`src/rtl/sound_mixer_n.sv`:
```
// sound_mixer_n: time-multiplexed N-channel audio mixer with CPU-writable
// per-channel gains, output-latch muting and a saturating output stage.
// One multiply-accumulate per clk after each sample strobe.
module sound_mixer_n #(
   parameter int          NUM_CH     = 4,
   parameter int          IN_W       = 4,
   parameter int          GAIN_W     = 4,
   parameter int          OUT_W      = 16,
   parameter int          OUT_SHIFT  = 6,
   parameter logic [15:0] BASE_ADDR  = 16'h1850,
   parameter int          GAIN_RESET = 15
) (
   input  logic                     clk,
   input  logic                     rst,
   input  logic                     clk_48KHz_en,
   input  logic [15:0]              addr_to_bram,
   input  logic [7:0]               data_to_bram,
   input  logic                     should_read,
   input  logic                     bus_cyc,
   output logic [7:0]               data_from_mixer,
   input  logic [NUM_CH*IN_W-1:0]   chan_audio,
   input  logic [NUM_CH-1:0]        mute_mask,
   output logic [OUT_W-1:0]         audio,
   output logic                     sample_valid,
   output logic                     busy,
   output logic                     overrun
);

   localparam int IDX_W  = (NUM_CH > 1) ? $clog2(NUM_CH) : 1;
   localparam int PROD_W = IN_W + GAIN_W;
   localparam int ACC_W  = IN_W + GAIN_W + $clog2(NUM_CH) + 1;
   localparam int SH_W   = ACC_W + OUT_SHIFT;
   localparam int WIDE_W = ((SH_W > OUT_W) ? SH_W : OUT_W) + 1;
   localparam logic [WIDE_W-1:0] MAX_OUT = (WIDE_W'(1) << OUT_W) - WIDE_W'(1);

   typedef enum logic [1:0] {IDLE, ACCUM, OUTPUT} state_t;

   state_t               state, state_next;
   logic [GAIN_W-1:0]    gain      [NUM_CH];
   logic [GAIN_W-1:0]    sh_gain   [NUM_CH];
   logic [IN_W-1:0]      sh_sample [NUM_CH];
   logic [NUM_CH-1:0]    sh_mute;
   logic [ACC_W-1:0]     acc;
   logic [IDX_W-1:0]     idx;
   logic [PROD_W-1:0]    product;
   logic [WIDE_W-1:0]    shifted;
   logic [OUT_W-1:0]     audio_sat;
   logic [15:0]          offset;
   logic                 bus_wr;
   logic                 status_wr;
   logic                 start;

   // Register decode: offset from the base selects gain[k] or the status word.
   assign offset    = addr_to_bram - BASE_ADDR;
   assign bus_wr    = bus_cyc && !should_read;
   assign status_wr = bus_wr && (offset == 16'(NUM_CH));
   assign busy      = (state != IDLE);
   assign start     = clk_48KHz_en && (state == IDLE);

   // Gain registers: CPU writes take effect immediately; the mix uses shadows.
   always_ff @(posedge clk or posedge rst) begin
      if (rst) begin
         for (int k = 0; k < NUM_CH; k++) gain[k] <= GAIN_W'(GAIN_RESET);
      end else begin
         for (int k = 0; k < NUM_CH; k++)
            if (bus_wr && (offset == 16'(k))) gain[k] <= data_to_bram[GAIN_W-1:0];
      end
   end

   // CPU read mux, combinational from the current registers.
   always_comb begin
      // NOTE: every always_comb output gets a default first so no path leaves it unassigned (no latch).
      data_from_mixer = '0;
      for (int k = 0; k < NUM_CH; k++)
         if (bus_cyc && (offset == 16'(k))) data_from_mixer = 8'(gain[k]);
      if (bus_cyc && (offset == 16'(NUM_CH))) data_from_mixer = {6'b0, busy, overrun};
   end

   // Frame snapshot of samples, mutes and gains, taken on an accepted strobe.
   // NOTE: shadows carry no reset; they are always loaded before ACCUM reads them.
   always_ff @(posedge clk) begin
      if (start) begin
         sh_mute <= mute_mask;
         for (int k = 0; k < NUM_CH; k++) begin
            sh_sample[k] <= chan_audio[k*IN_W +: IN_W];
            sh_gain[k]   <= gain[k];
         end
      end
   end

   // State register.
   always_ff @(posedge clk or posedge rst) begin
      // NOTE: sequential state uses non-blocking assignments so all flops update together.
      if (rst) state <= IDLE;
      else     state <= state_next;
   end

   // Next-state logic: one MAC per clk, then one output cycle.
   always_comb begin
      state_next = state;
      case (state)
         IDLE:    if (clk_48KHz_en) state_next = ACCUM;
         ACCUM:   if (idx == IDX_W'(NUM_CH - 1)) state_next = OUTPUT;
         OUTPUT:  state_next = IDLE;
         default: state_next = IDLE;
      endcase
   end

   // Current channel's contribution; a muted channel adds zero.
   always_comb begin
      product = '0;
      if (!sh_mute[idx]) product = PROD_W'(sh_sample[idx]) * PROD_W'(sh_gain[idx]);
   end

   // Output stage: shift, then clamp to full scale (the accumulator never wraps).
   assign shifted   = WIDE_W'(acc) << OUT_SHIFT;
   assign audio_sat = (shifted > MAX_OUT) ? {OUT_W{1'b1}} : shifted[OUT_W-1:0];

   // Datapath: accumulator, channel index, output word, valid pulse, overrun flag.
   always_ff @(posedge clk or posedge rst) begin
      if (rst) begin
         acc          <= '0;
         idx          <= '0;
         audio        <= '0;
         sample_valid <= 1'b0;
         overrun      <= 1'b0;
      end else begin
         sample_valid <= 1'b0;
         case (state)
            IDLE: begin
               if (clk_48KHz_en) begin
                  acc <= '0;
                  idx <= '0;
               end
            end
            ACCUM: begin
               acc <= acc + ACC_W'(product);
               idx <= idx + IDX_W'(1);
            end
            OUTPUT: begin
               audio        <= audio_sat;
               sample_valid <= 1'b1;
            end
            default: ;
         endcase
         // Setting wins over a coincident clear from a status write.
         if (clk_48KHz_en && busy) overrun <= 1'b1;
         else if (status_wr)       overrun <= 1'b0;
      end
   end

endmodule

```
`config.mk`:
```
export PLATFORM = sky130hd
export DESIGN_NAME = sound_mixer_n
export DESIGN_NICKNAME = d
export VERILOG_FILES = /design/src/rtl/sound_mixer_n.sv
export SDC_FILE = /design/constraint.sdc
export NUM_CORES = 1
export LEC_CHECK = 0
export ABC_AREA = 1
export BUFFER_PORTS_ARGS = -buffer_cell sky130_fd_sc_hd__clkbuf_2
export CAP_MARGIN = 15
export CORE_UTILIZATION = 37
export CTS_CLUSTER_DIAMETER = 60
export DETAILED_ROUTE_END_ITERATION = 16
export PLACE_DENSITY = 0.68
export REMOVE_ABC_BUFFERS = 1
export SLEW_MARGIN = 10
export SYNTH_ARGS = -nofsm -noshare
export SYNTH_HDL_FRONTEND = slang
export SYNTH_SLANG_ARGS = --single-unit
```
`constraint.sdc`:
```
create_clock -name clk -period 9.6 [get_ports clk]
set_input_delay 0.48 -clock clk [delete_from_list [all_inputs] [get_ports clk]]
set_output_delay 0.48 -clock clk [all_outputs]
set_load 0.02 [all_outputs]
```
==> After elaboration in Yosys (flattened, before gate mapping) <==
Memories as Yosys holds them, arrays and structs flattened.
Index checks and enable logic that the tools add are counted.
{ "totals": {"ff_bits": 53, "latch_bits": 0, "mem_bits_rw": 32, "mem_bits_ro": 0, "wordCells": 70, "memories": 2} }
{ "mem_list": {"columns": ["name", "depth", "width", "read_ports", "rd_clocked_by_memory_dff", "write_ports", "line", "text"], "rows": [
  ["sh_gain", 4, 4, 1, 0, 4, "40", "logic [GAIN_W-1:0] sh_gain [NUM_CH];"],
  ["sh_sample", 4, 4, 1, 0, 4, "41", "logic [IN_W-1:0] sh_sample [NUM_CH];"]
]} }
{ "op_classes": {"add_sub_neg": 3, "n_mul": 1, "n_div": 0, "n_lt_le_gt_ge": 2, "n_eq_ne": 9, "shift": 0, "muxes": 21, "n_bitwise": 0, "n_reduce_logical": 21} }
{ "op_table": {"columns": ["operator", "n"], "rows": [
  ["$mux W8", 5],
  ["$eq A16 B2 Y1 const B", 2],
  ["$pmux W11 S2", 1],
  ["$gt A17 B16 Y1 const B", 1],
  ["$eq A16 B1 Y1 const B", 1],
  ["$eq A16 B3 Y1 const B", 1],
  ["$logic_not A16 Y1", 1],
  ["$mux W16", 1],
  ["$sub A16 B13 Y16 const B", 1],
  ["$logic_and A1 B1 Y1", 13],
  ["$add A11 B8 Y11", 1],
  ["$mux W11", 1],
  ["$mul A4 B4 Y8", 1],
  ["$pmux W2 S2", 2],
  ["$mux W1", 6],
  ["$mux W2", 3],
  ["$reduce_bool A2 Y1", 3],
  ["$eq A2 B2 Y1 const B", 2],
  ["$mux W4", 1],
  ["$ne A2 B2 Y1 const B", 2],
  ["$reduce_and A2 Y1", 2],
  ["$lt A2 B3 Y1 const B", 1],
  ["$add A2 B1 Y2 const B", 1],
  ["$bmux W1 S2", 1],
  ["other kinds (3)", 3]
]} }

==> Depth between registers and ports, before layout <==
Gate-level depths: netlist of run 1.
{ "logic_depth": {"ltp_word": 8, "ltp_mapped": 25} }

==> Least setup slack after synthesis of run 1 <==
OpenSTA, ideal clock, no wires.
{ "synth_path": {"path_type": "register to register", "from": "register idx[0]", "to": "register acc[10]", "setup_time_ns": 0.128, "arrival_ns": 4.278, "required_ns": 9.472, "slack_ns": 5.194, "stages_incl_launch_ff": 21, "path_buffers": 1, "period_less_slack_ns": 4.406, "path_cell_list": "dfrtp_1 -> clkinv_1 -> clkbuf_1 -> nand2_1 -> a32oi_1 -> nand2_1 -> fa_1 -> inv_1 -> fa_1 -> inv_1 -> fa_1 -> nor2_1 -> o21a_1 -> o21ai_0 -> nor3b_1 -> ha_1 -> inv_1 -> o311ai_0 -> nand3_1 -> nand3_1 -> o21ai_0"} }
{ "synth_between": {"elab_chain_len": 5} }
{ "synth_rtl": {"columns": ["element", "line", "text"], "rows": [
  ["start, declared", "44", "logic [IDX_W-1:0] idx;"],
  ["start signal, assigned", "138", "idx <= idx + IDX_W'(1);"],
  ["$mem_v2 Z4 W4, or another cell as far along", null, null],
  ["$mul A4 B4 Y8 or $mux W1 (tied branches)", "112", "if (!sh_mute[idx]) product = PROD_W'(sh_sample[idx]) * PROD_W'(sh_gain[idx]);"],
  ["$mux W8 (*)", "112", null],
  ["$add A11 B8 Y11 (*)", "137", "acc <= acc + ACC_W'(product);"],
  ["$pmux W11 S2 (*)", "129", "case (state)"],
  ["end signal, assigned", "137", null],
  ["end, declared", "43", "logic [ACC_W-1:0] acc;"]
]} }
Mark *: on every way between the ends. The rest lies on a longest branch, timed or not. The select of a mux whose other input is x is not followed.
A chain may end at the register's enable or synchronous reset.

==> Final worst setup path of run 1 <==
Same ends and word-level chain as after synthesis.

==> results.md, run 1 <==
* Run status: finished clean
* Setup bufs post-CTS at 0
* Slew at the pin with the worst max-slew slack at 1.05 ns
* Area grow syn2layout at 16.5%
* R2R depth at 21
* Number of clock buffers inserted by TritonCTS at 9
* Root Driver: sky130_fd_sc_hd__clkbuf_16
* Clock tree from TritonCTS: built
* Post-synthesis area per instance at 9.09 µm²
* Synthesis-stage register bit count at 80
* Sequential cell area fraction in the yosys report at 0.510
* Tmin final at 5.40 ns
* Placed wire-length estimate after detailed placement at 6.42 mm
* Lkg Pwr at 2.36 nW
* Slew headroom at 0.299
* Number of nets with antenna violations after routing at 0
* Share of cells above drive strength 1 at 0.227
* TritonCTS sink count at 80
* Cell type with the largest total area after synthesis: sky130_fd_sc_hd__edfxtp_1
* Vias after detailed routing at 3294
* Cell area reported after detailed placement at 0.00475 mm²
* Synth area leaders: sky130_fd_sc_hd__edfxtp_1, sky130_fd_sc_hd__dfrtp_1, sky130_fd_sc_hd__dfstp_2, sky130_fd_sc_hd__nand2_1, sky130_fd_sc_hd__ha_1
* Area of the mapped netlist at 0.00432 mm²
* Share of the synthesized area in the top cell type at 0.250
* Area of the die at 0.0121 mm²
* Number of global-route vias before repair at 3156
* Final setup violation count at 0
* CTS-repair resized insts at 0
* Startpoint types: register
* Count of input and output buffers at 67
* Final layout net count at 616
* Chip Height at 110 µm
* Worst setup margin at 4.20 ns
* Setup slack on the worst flop-to-flop path at 4.20 ns
* Inserted Diodes at 0
* Share of synthesized registers carrying an async set or reset at 0.550
* Row cnt at 39
* Drt via density at 4.78
* Endpoint of the worst register-to-register path: acc[10]
* Die extent in x at 110 µm
* Total congestion overflow at 0
* Final-layout setup total negative slack at 0 ns
* Worst Path Arrival at 5.61 ns
* CTS Hold Buffers Added at 0
* Cell total after placement at 673
* GP Congestion at 0.831
* Number of enable-type register cells in the synthesized netlist at 36
* Clock skew at 0.00551 ns
* Final Cell Area at 0.00503 mm²
* Number of distinct standard cells referenced by the synthesized netlist at 38
* Total power of the final layout at 1.77 mW
* Cell count after synthesis at 475
* Yosys synthesis warning count at 0
* Period utilisation layout at 0.563
* Top cells by count, synth: sky130_fd_sc_hd__nand2_1, sky130_fd_sc_hd__inv_1, sky130_fd_sc_hd__nor2_1
* Detail-routed net length per standard cell at 12.4 µm
* Final max-slew violation count at 0
* Worst setup slack after placement at 4.17 ns
* Worst Hold Class: input port to asynchronous set/reset pin
* Worst path required time at 9.81 ns
* H-Tree Level Count at 3
* Largest net degree at the start of global routing at 45
* Global-route total usage across every layer at 0.158
* Upper clock frequency limit at 185 MHz
* Iter 0 DRT Violations at 140
* Core area at 0.0114 mm²
* Hold violation count in the final report at 0
* First-pass GRT wire length at 14.5 mm
* Detailed Routing Iterations Pass 1 at 4
* Most instantiated flip-flop cell in the synthesis netlist: sky130_fd_sc_hd__edfxtp_1
* Worst setup EP type: register
* Peak supply drop at 0.000150 V
* Total power per unit cell area at 351 mW/mm²
* Final WL at 8.55 mm
* Ports placed on the boundary at 76
* Leading cell type by number of instances after synthesis: sky130_fd_sc_hd__nand2_1
* RSZ-0062 raised after global routing: false
* Cell Count, Final, Fillers Out at 689
* Worst-skew pair later-pin latency at 0.33 ns
* Max-Cap Viols at 0
* Category of the critical setup timing path: register to register
* Number of antenna violations at the first check in global routing at 0
* Crit Reg-Reg Startpoint: idx[0]
* Buffers from clock root to sink, at most at 2
* Utilization of the core after routing at 0.442
* Number of DRC violations after detailed routing at 0
* Maximum fanout along the worst path at 22
* Clock-pin slew of the registers on the worst-case setup and hold paths at 0.06 ns
* Final-layout worst hold slack at 0.266 ns
* Starting density of the core at 0.380
[flip-flops by register name, indices dropped and copies added (netlist names), 2 cells and up]
register	flops
gain	16
sh_mute	4
acc	11
idx	2
audio	11
state	2
sh_sample	16
sh_gain	16
[cells by family after synthesis]
family                     Yosys count  share of synthesized area
other                                1                   0.000869
DFF                                 80                      0.510
and+or+nand+nor                    199                      0.206
AOI/OAI and AO/OA                   87                      0.117
buffers and inverters               82                     0.0814
adders and majority gates           26                     0.0841
[how the worst max path moves through the flow]
stage / from / end / slack [ns] / cells past startpoint
after floorplan: idx[0] / acc[10] / 5.15 / 19
after global placement: idx[0] / acc[10] / 4.29 / 21
after detailed placement: idx[0] / acc[10] / 4.17 / 21
after CTS: idx[0] / acc[10] / 4.13 / 21
after global routing: idx[0] / acc[10] / 3.59 / 21
final: idx[0] / acc[10] / 4.20 / 21
[per-layer routing]
layer,GRT usage,part of all wire,vias to the layer above
li1,-,-,1696
met1,0.202,0.46,1523
met2,0.263,0.49,67
met3,0.0353,0.039,8
met4,0.0552,0.014,0
met5,0,0,-
[layout by cell type (no fill, tap or decap), types with 3 or more instances in the layout]
cell and n:
sky130_fd_sc_hd__nand2_1 104, sky130_fd_sc_hd__clkbuf_2 67, sky130_fd_sc_hd__inv_1 60, sky130_fd_sc_hd__nor2_1 53, sky130_fd_sc_hd__edfxtp_1 36, sky130_fd_sc_hd__a21oi_1 29
sky130_fd_sc_hd__dfrtp_1 28, sky130_fd_sc_hd__o21ai_0 27, sky130_fd_sc_hd__ha_1 21, sky130_fd_sc_hd__dfstp_2 16, sky130_fd_sc_hd__nand3_1 11, sky130_fd_sc_hd__o21ai_1 9
sky130_fd_sc_hd__clkbuf_16 9, sky130_fd_sc_hd__nand2_2 7, sky130_fd_sc_hd__a32oi_1 6, sky130_fd_sc_hd__o22ai_1 5, sky130_fd_sc_hd__fa_1 5, sky130_fd_sc_hd__nor2_4 4
sky130_fd_sc_hd__o21ai_2 4, sky130_fd_sc_hd__nor3_1 4, sky130_fd_sc_hd__nand4_1 4, sky130_fd_sc_hd__conb_1 4, sky130_fd_sc_hd__inv_2 3, sky130_fd_sc_hd__clkinv_1 3
sky130_fd_sc_hd__nor3b_1 3
[report_power, final]
part,switching [mW],internal [mW],total [mW]
Clock,0.129,0.183,0.312
Sequential,0.0536,0.451,0.505
Combinational,0.597,0.353,0.951
Total,0.780,0.988,1.77
[critical path, stage by stage, from the launching register on]
cell                       delay [ns]
sky130_fd_sc_hd__dfrtp_1         0.83
sky130_fd_sc_hd__clkinv_1        0.69
sky130_fd_sc_hd__nand2_1         0.20
sky130_fd_sc_hd__a32oi_1         0.16
sky130_fd_sc_hd__inv_1           0.15
sky130_fd_sc_hd__nor2_1          0.08
sky130_fd_sc_hd__fa_1            0.48
sky130_fd_sc_hd__ha_1            0.31
sky130_fd_sc_hd__ha_1            0.33
sky130_fd_sc_hd__a21oi_1         0.15
sky130_fd_sc_hd__nand2_1         0.08
sky130_fd_sc_hd__nand2_1         0.07
sky130_fd_sc_hd__nand2_1         0.05
sky130_fd_sc_hd__a21oi_1         0.16
sky130_fd_sc_hd__or2_2           0.14
sky130_fd_sc_hd__a21oi_1         0.06
sky130_fd_sc_hd__ha_1            0.38
sky130_fd_sc_hd__inv_1           0.07
sky130_fd_sc_hd__o311ai_0        0.50
sky130_fd_sc_hd__nand3_1         0.19
sky130_fd_sc_hd__nand3_1         0.11
sky130_fd_sc_hd__o21ai_0         0.08
[area by class of cell]
class                      count  area [µm²]
fill                        1077        6340
timing repair buffer          68         343
multi-input combinational    316        1780
clock buffer                  12         246
sequential                    80        2200
inverter                      66         248
clock inverter                 4        30.0
tap                          143         179
(Power assumes the default switching activity.)
==> run 2: changes to the inputs <==
--- a/config.mk
+++ b/config.mk
@@ -11,7 +11,7 @@
 export CORE_UTILIZATION = 37
 export CTS_CLUSTER_DIAMETER = 60
 export DETAILED_ROUTE_END_ITERATION = 16
-export PLACE_DENSITY = 0.68
+export PLACE_DENSITY = 0.7
 export REMOVE_ABC_BUFFERS = 1
 export SLEW_MARGIN = 10
 export SYNTH_ARGS = -nofsm -noshare
==> constraint.sdc (replaced) <==
create_clock -name clk -period 4.4 [get_ports clk]
set_input_delay 0.22 -clock clk [delete_from_list [all_inputs] [get_ports clk]]
set_output_delay 0.22 -clock clk [all_outputs]
set_load 0.02 [all_outputs]
==> run 2 against run 1 <==
  * Combinational power rose to 2.9 times the previous value
  * First-iteration DRC count is 13% higher
  * Setup slack worse by 4.1 ns
  * Clock skew is essentially flat
  * Non-clock buffer count up 28
  * Final area grew 8.4%
  * Sequential power grew 110%
==> results.md, run 2 (synthesis results as in run 1) <==
* Run status: finished clean (unchanged)
* Die extent in x at 110 µm (unchanged)
* Detailed Routing Iterations Pass 1 at 4 (unchanged)
* Placed wire-length estimate after detailed placement at 6.59 mm (was 6.42 mm)
* Max-Cap Viols at 0 (unchanged)
* Worst path required time at 4.62 ns (was 9.81 ns)
* Area of the die at 0.0121 mm² (unchanged)
* Core area at 0.0114 mm² (unchanged)
* Inserted Diodes at 0 (unchanged)
* Clock-pin slew of the registers on the worst-case setup and hold paths at 0.06 ns (about the same)
* TritonCTS sink count at 80 (unchanged)
* Lkg Pwr at 2.56 nW (was 2.36 nW)
* Cell total after placement at 690 (was 673)
* Commonest non-fill, non-tap cell in the layout: sky130_fd_sc_hd__nand2_1 (unchanged)
* Slew at the pin with the worst max-slew slack at 0.965 ns (was 1.05 ns)
* Maximum fanout along the worst path at 7 (was 22)
* Startpoint types: register (unchanged)
* Peak supply drop at 0.000427 V (was 0.000150 V)
* Total power per unit cell area at 832 mW/mm² (was 351 mW/mm²)
* Top layer used by detailed routing: met4 (unchanged)
* Period utilisation layout at 0.969 (was 0.563)
* Met3 wirelength from detailed routing at 324 µm (was 333 µm)
* Share of cells above drive strength 1 at 0.326 (was 0.227)
* Detail-routed net length per standard cell at 12.6 µm (was 12.4 µm)
* Number of global-route vias before repair at 3250 (was 3156)
* Area grow syn2layout at 26.3% (was 16.5%)
* Final WL at 9.04 mm (was 8.55 mm)
* Ordered list of cells on the worst path: inv_2 > buf_6 > nand2_4 > a32oi_2 > nand2_1 > fa_1 > inv_1 > fa_1 > inv_2 > fa_2 > nor2_2 > o21a_1 > o21ai_1 > nor3b_2 > ha_1 > buf_6 > a21oi_2 > o21a_1 > nand2_2 > nand2_2 > a21oi_2 > o21ai_1 > nand2_1 (was clkinv_1 > nand2_1 > a32oi_1 > inv_1 > nor2_1 > fa_1 > ha_1 > ha_1 > a21oi_1 > nand2_1 > nand2_1 > nand2_1 > a21oi_1 > or2_2 > a21oi_1 > ha_1 > inv_1 > o311ai_0 > nand3_1 > nand3_1 > o21ai_0)
* Chip Height at 110 µm (unchanged)
* Final max-slew violation count at 0 (unchanged)
* Leading registers by flop count: gain: 16 flops, sh_gain: 16 flops, sh_sample: 16 flops (unchanged)
* Final layout net count at 644 (was 616)
* Row cnt at 39 (unchanged)
* Largest net degree at the start of global routing at 45 (unchanged)
* Worst Path Arrival at 4.49 ns (was 5.61 ns)
* First-pass GRT wire length at 14.6 mm (was 14.5 mm)
* Buffers from clock root to sink, at most at 2 (unchanged)
* Crit path from: idx[0] (unchanged)
* Drt via density at 4.84 (was 4.78)
* Number of nets with antenna violations after routing at 0 (unchanged)
* Upper clock frequency limit at 234 MHz (was 185 MHz)
* CTS Hold Buffers Added at 0 (unchanged)
* Clock skew at 0.00592 ns (was 0.00551 ns)
* RSZ-0062 raised after global routing: true (was false)
* Number of antenna violations at the first check in global routing at 0 (unchanged)
* Cell Count, Final, Fillers Out at 717 (was 689)
* Count of input and output buffers at 67 (unchanged)
* Most used cells in the layout excluding fill and tap cells: sky130_fd_sc_hd__nand2_1, sky130_fd_sc_hd__clkbuf_2, sky130_fd_sc_hd__inv_1 (unchanged)
* Total power of the final layout at 4.54 mW (was 1.77 mW)
* H-Tree Level Count at 3 (unchanged)
* Iter 0 DRT Violations at 158 (was 140)
* Slew headroom at 0.355 (was 0.299)
* Clock tree from TritonCTS: built (unchanged)
* Worst-skew pair later-pin latency at 0.33 ns (about the same)
* Number of DRC violations after detailed routing at 0 (unchanged)
* Worst Hold Class: input port to asynchronous set/reset pin (unchanged)
* Root Driver: sky130_fd_sc_hd__clkbuf_16 (unchanged)
* Met2 layer wire length in the routed design at 4.49 mm (was 4.16 mm)
* Final-layout setup total negative slack at 0 ns (unchanged)
* Final-layout worst hold slack at 0.00732 ns (was 0.266 ns)
* CP max stage cell: sky130_fd_sc_hd__fa_1 (was sky130_fd_sc_hd__dfrtp_1)
* Crit-path max cell delay at 0.53 ns (was 0.83 ns)
* Hold violation count in the final report at 0 (unchanged)
* Vias after detailed routing at 3468 (was 3294)
* Tmin final at 4.27 ns (was 5.40 ns)
* Category of the critical setup timing path: register to register (unchanged)
* Wire length on met1 at 4.06 mm (was 3.93 mm)
* Total congestion overflow at 0 (unchanged)
* Number of clock buffers inserted by TritonCTS at 9 (unchanged)
* Ports placed on the boundary at 76 (unchanged)
* Starting density of the core at 0.380 (unchanged)
* Final setup violation count at 0 (unchanged)
* Worst setup EP type: register (unchanged)
* Global-route total usage across every layer at 0.159 (was 0.158)
* Crit Reg-Reg Startpoint: idx[0] (unchanged)
* GP Congestion at 0.863 (was 0.831)
==> run 2: changes by cell type in the layout (fill, tap and decap cells not counted), moves of 6 or more <==
cell / change
sky130_fd_sc_hd__buf_4: +19
sky130_fd_sc_hd__a21oi_1: -7
sky130_fd_sc_hd__a21oi_2: +7
sky130_fd_sc_hd__buf_6: +7
sky130_fd_sc_hd__nand2_1: -6
==> run 2: repair_timing <==
| action | 4_1_cts | 5_1_grt |
|---|---|---|
| resized for setup | 9 | 39 |
| gates cloned | 0 | 1 |
| setup endpoints to repair | 4 | 5 |
| endpoints found under the hold margin | 0 | 0 |
| pin swaps | 11 | 28 |
| buffers inserted | 4 | 7 |
==> run 2: layout make-up <==
type	count	area (µm²)
repair buffers	96	589
fillers	1019	5920
multi-input cells	316	1940
flip-flops and latches	80	2200
clock buffers	10	250
clock inverters	6	41.3
well taps	143	179
inverters	66	249
==> run 2: worst paths after layout <==
| path | to | slack [ns] | cells after the start |
|---|---|---|---|
| min in group clk | sh_sample[0][2] | 0.06 | 1 |
| max reg2reg | acc[9] | 0.13 | 23 |
| max in group asynchronous | idx[0] | 4.01 | 3 |
| max | acc[9] | 0.13 | 23 |
| min reg2reg | audio[15] | 0.48 | 2 |
| min | audio[15] | 0.007 | 3 |
==> run 2: per-stage QoR <==
step / setup WS, ns / instance area, µm² / util
after floorplan: -0.0471 / 4220 / -
after global placement: -0.100 / 4890 / 0.430
after detailed placement: -0.239 / 4890 / 0.430
after CTS: 0.0120 / 5240 / 0.461
after global routing: -0.134 / 5450 / 0.480
final: 0.135 / 5450 / 0.480
==> run 2: routing by layer <==
layer / vias to the layer above / global-route usage
met5: - / 0
met4: 0 / 0.0562
met3: 21 / 0.0364
met2: 91 / 0.260
met1: 1604 / 0.207
li1: 1752 / -
==> run 2: report_power, final <==
part	internal (mW)	leakage [nW]	switching, mW
clock	0.416	0.138	0.294
combinational	1.17	1.58	1.57
sequential	0.986	0.841	0.0974
total	2.57	2.56	1.97
==> run 2: critical path: cells and delay by family (launching register included) <==
kind | cells | cell delay (ns)
AOI/OAI and AO/OA | 7 | 0.88
adders and majority gates | 4 | 1.74
buffers and inverters | 5 | 0.44
DFF | 1 | 0.44
and+or+nand+nor | 7 | 0.66
==> run 3: changes to the inputs <==
--- a/config.mk
+++ b/config.mk
@@ -5,7 +5,6 @@
 export SDC_FILE = /design/constraint.sdc
 export NUM_CORES = 1
 export LEC_CHECK = 0
-export ABC_AREA = 1
 export BUFFER_PORTS_ARGS = -buffer_cell sky130_fd_sc_hd__clkbuf_2
 export CAP_MARGIN = 15
 export CORE_UTILIZATION = 37
==> run 3 against run 2 <==
  * The run now ends with hold timing left
  * Final area down 9.1%
  * Area after synthesis down 3.7%
  * Clock skew up 0.0083 ns
  * Register-to-register slack worse by 0.08 ns
  * Setup slack worse by 0.081 ns
  * Non-clock buffer count down 15
  * Critical endpoint is now acc[8]
  * Highest routed layer unchanged
==> results.md, run 3 <==
* Number of distinct standard cells referenced by the synthesized netlist at 48 (was 38)
* Number of clock buffers inserted by TritonCTS at 9 (unchanged)
* CTS Hold Buffers Added at 0 (unchanged)
* Number of global-route vias before repair at 2720 (was 3250)
* Worst Hold Class: input port to asynchronous set/reset pin (unchanged)
* Crit Reg-Reg Startpoint: idx[0] (unchanged)
* Final layout net count at 473 (was 644)
* Period utilisation layout at 0.988 (was 0.969)
* Upper clock frequency limit at 230 MHz (was 234 MHz)
* Detail-routed net length per standard cell at 14.1 µm (was 12.6 µm)
* Final-layout worst hold slack at -0.00951 ns (was 0.00732 ns)
* Max-Cap Viols at 0 (unchanged)
* Share of the synthesized area in the top cell type at 0.260 (was 0.250)
* Clock skew at 0.0143 ns (was 0.00592 ns)
* Starting density of the core at 0.382 (was 0.380)
* GP Congestion at 0.826 (was 0.863)
* Post-synthesis area per instance at 12.9 µm² (was 9.09 µm²)
* Met2 usage at 0.238 (was 0.260)
* Worst setup EP type: register (unchanged)
* Synth area leaders: sky130_fd_sc_hd__edfxtp_1, sky130_fd_sc_hd__dfrtp_1, sky130_fd_sc_hd__dfstp_2, sky130_fd_sc_hd__mux4_2, sky130_fd_sc_hd__ha_1 (was sky130_fd_sc_hd__edfxtp_1, sky130_fd_sc_hd__dfrtp_1, sky130_fd_sc_hd__dfstp_2, sky130_fd_sc_hd__nand2_1, sky130_fd_sc_hd__ha_1)
* RSZ-0062 raised after global routing: true (unchanged)
* Tmin final at 4.35 ns (was 4.27 ns)
* Final WL at 7.65 mm (was 9.04 mm)
* Worst Path Arrival at 4.60 ns (was 4.49 ns)
* Setup slack on the worst flop-to-flop path at 0.05 ns (was 0.13 ns)
* Number of enable-type register cells in the synthesized netlist at 36 (unchanged)
* Failing checks: hold timing
* Buffers from clock root to sink, at most at 2 (unchanged)
* Startpoint types: register (unchanged)
* Number of DRC violations after detailed routing at 0 (unchanged)
* Slew at the pin with the worst max-slew slack at 0.710 ns (was 0.965 ns)
* Total power of the final layout at 3.71 mW (was 4.54 mW)
* Row cnt at 38 (was 39)
* Area of the die at 0.0117 mm² (was 0.0121 mm²)
* Root Driver: sky130_fd_sc_hd__clkbuf_8 (was sky130_fd_sc_hd__clkbuf_16)
* Hold violation count in the final report at 1 (was 0)
* First-pass GRT wire length at 12.6 mm (was 14.6 mm)
* Total of fill cells in the finished design at 978 (was 1019)
* Clock tree from TritonCTS: built (unchanged)
* Final max-slew violation count at 0 (unchanged)
* Placed wire-length estimate after detailed placement at 5.81 mm (was 6.59 mm)
* Number of nets with antenna violations after routing at 0 (unchanged)
* Cell Count, Final, Fillers Out at 543 (was 717)
* Slew headroom at 0.526 (was 0.355)
* Sequential cell area fraction in the yosys report at 0.530 (was 0.510)
* Clock-pin slew of the registers on the worst-case setup and hold paths at 0.09 ns (was 0.06 ns)
* Top cells by count, synth: sky130_fd_sc_hd__edfxtp_1, sky130_fd_sc_hd__dfrtp_1, sky130_fd_sc_hd__nand2_1 (was sky130_fd_sc_hd__nand2_1, sky130_fd_sc_hd__inv_1, sky130_fd_sc_hd__nor2_1)
* Iter 0 DRT Violations at 101 (was 158)
* Vias after detailed routing at 2711 (was 3468)
* Crit path from: idx[0] (unchanged)
* Leading cell type by number of instances after synthesis: sky130_fd_sc_hd__edfxtp_1 (was sky130_fd_sc_hd__nand2_1)
* Worst setup slack after placement at -0.0381 ns (was -0.239 ns)
* Chip Height at 108 µm (was 110 µm)
* Commonest non-fill, non-tap cell in the layout: sky130_fd_sc_hd__clkbuf_2 (was sky130_fd_sc_hd__nand2_1)
* Category of the critical setup timing path: register to register (unchanged)
* Maximum fanout along the worst path at 5 (was 7)
* R2R depth at 17 (was 23)
* Core area at 0.0109 mm² (was 0.0114 mm²)
* Ports placed on the boundary at 76 (unchanged)
* Cell total after placement at 521 (was 690)
* Global-route total usage across every layer at 0.141 (was 0.159)
* Die extent in x at 108 µm (was 110 µm)
* Detailed Routing Iterations Pass 1 at 4 (unchanged)
* Sequential cell area at 0.00220 mm² (unchanged)
* Global routing met1 resource utilization at 0.174 (was 0.207)
* Synthesis-stage register bit count at 80 (unchanged)
* Met3 global-route usage at 0.0338 (was 0.0364)
* Drt via density at 4.99 (was 4.84)
* Worst-skew pair later-pin latency at 0.36 ns (was 0.33 ns)
* Most instantiated flip-flop cell in the synthesis netlist: sky130_fd_sc_hd__edfxtp_1 (unchanged)
* Leading registers by flop count: gain: 16 flops, sh_gain: 16 flops, sh_sample: 16 flops (unchanged)
* Peak supply drop at 0.000399 V (was 0.000427 V)
* Run status: complete, but fails checks (was finished clean)
* Cell count after synthesis at 322 (was 475)
* Final-layout setup total negative slack at 0 ns (unchanged)
* Lkg Pwr at 2.17 nW (was 2.56 nW)
* Final Cell Area at 0.00495 mm² (was 0.00545 mm²)
* Largest net degree at the start of global routing at 45 (unchanged)
* Final setup violation count at 0 (unchanged)
* Layer with the highest usage after global routing: met2 (unchanged)
* TritonCTS sink count at 80 (unchanged)
* Most used cells in the layout excluding fill and tap cells: sky130_fd_sc_hd__clkbuf_2, sky130_fd_sc_hd__edfxtp_1, sky130_fd_sc_hd__nand2_1, sky130_fd_sc_hd__dfrtp_1, sky130_fd_sc_hd__nor2_1 (was sky130_fd_sc_hd__nand2_1, sky130_fd_sc_hd__clkbuf_2, sky130_fd_sc_hd__inv_1)
* Utilization of the core after routing at 0.455 (was 0.480)
* Number of antenna violations at the first check in global routing at 0 (unchanged)
* Count of input and output buffers at 67 (unchanged)
* Total congestion overflow at 0 (unchanged)
* Inserted Diodes at 0 (unchanged)
* Yosys synthesis warning count at 0 (unchanged)
* Multi-input gate area in the final layout at 0.00185 mm² (was 0.00194 mm²)
* Worst setup margin at 0.0542 ns (was 0.135 ns)
* Cell area reported after detailed placement at 0.00463 mm² (was 0.00489 mm²)
* Cell type with the largest total area after synthesis: sky130_fd_sc_hd__edfxtp_1 (unchanged)
* Worst path required time at 4.65 ns (was 4.62 ns)
* Area grow syn2layout at 19.2% (was 26.3%)
* Share of synthesized registers carrying an async set or reset at 0.550 (unchanged)
* Area of the mapped netlist at 0.00416 mm² (was 0.00432 mm²)
* Share of cells above drive strength 1 at 0.385 (was 0.326)
* Endpoint of the worst register-to-register path: acc[8] (was acc[9])
* Worst setup path endpoint: acc[8] (was acc[9])
* Total power per unit cell area at 750 mW/mm² (was 832 mW/mm²)
* H-Tree Level Count at 3 (unchanged)
-- run 3: cell types whose count changed after synthesis, sizes merged, moves of 13 or more --
cell	change
o21ai	-16
and2	+13
a21oi	-23
nand2	-84
inv	-50
mux2	+17
nor2	-37
mux4	+13
-- run 3: area by class of cell --
class,instances,area share
inverter,13,0.00985
multi-input combinational,213,0.374
clock inverter,6,0.0114
timing repair buffer,81,0.0949
tap,140,0.0354
sequential,80,0.445
clock buffer,10,0.0301
-- run 3: per-layer routing --
| metal | part of all wire | routed length, µm |
|---|---|---|
| met4 | 0.019 | 144 |
| met5 | 0 | 0 |
| met1 | 0.44 | 3370 |
| met3 | 0.038 | 290 |
| met2 | 0.50 | 3850 |
-- run 3: cell families (layout without fill, tap and decap cells) --
logic type	count (synthesis)	count (layout)	synth area share
other	1	4	0.000902
flip-flops	80	80	0.530
multiplexers	30	30	0.116
XOR/XNOR	8	8	0.0169
AO/OA/AOI/OAI	56	56	0.0852
adder cells (fa/ha/maj)	26	26	0.0873
AND/OR/NAND/NOR	89	89	0.123
buffers and inverters	32	110	0.0409
-- run 3: power breakdown --
part | switching (mW) | internal, mW
Sequential | 0.108 | 0.975
Clock | 0.293 | 0.251
Combinational | 1.15 | 0.936
-- run 3: worst min path at each step --
| stage | endpoint | from | slack (ns) |
|---|---|---|---|
| floorplan | sh_mute[0] | mute_mask[0] | 0.32 |
| global placement | overrun | rst | 0.37 |
| detailed placement | sh_sample[2][2] | chan_audio[10] | 0.40 |
| CTS | overrun | rst | 0.007 |
| global route | sh_sample[2][3] | chan_audio[11] | 0.02 |
| finish | overrun | rst | -0.01 |
-- run 3: timing repair --
item                                    4_1_cts  5_1_grt
gates resized for setup                       7        8
buffers inserted                              1        4
cloned                                        0        1
endpoints found under the setup margin        2        4
pin swaps                                     3       10
-- run 3: critical path, cell delays in order, from the launching register on --
cell,delay (ns)
sky130_fd_sc_hd__dfrtp_2,0.42
sky130_fd_sc_hd__clkbuf_16,0.16
sky130_fd_sc_hd__mux4_2,0.53
sky130_fd_sc_hd__nand2_1,0.11
sky130_fd_sc_hd__fa_1,0.42
sky130_fd_sc_hd__inv_1,0.08
sky130_fd_sc_hd__fa_1,0.43
sky130_fd_sc_hd__ha_1,0.32
sky130_fd_sc_hd__a211oi_2,0.27
sky130_fd_sc_hd__nor2_1,0.09
sky130_fd_sc_hd__nor3_2,0.23
sky130_fd_sc_hd__ha_1,0.31
sky130_fd_sc_hd__o21a_1,0.20
sky130_fd_sc_hd__o21a_1,0.18
sky130_fd_sc_hd__a21oi_2,0.19
sky130_fd_sc_hd__buf_4,0.15
sky130_fd_sc_hd__o211ai_1,0.08
sky130_fd_sc_hd__o31ai_1,0.09
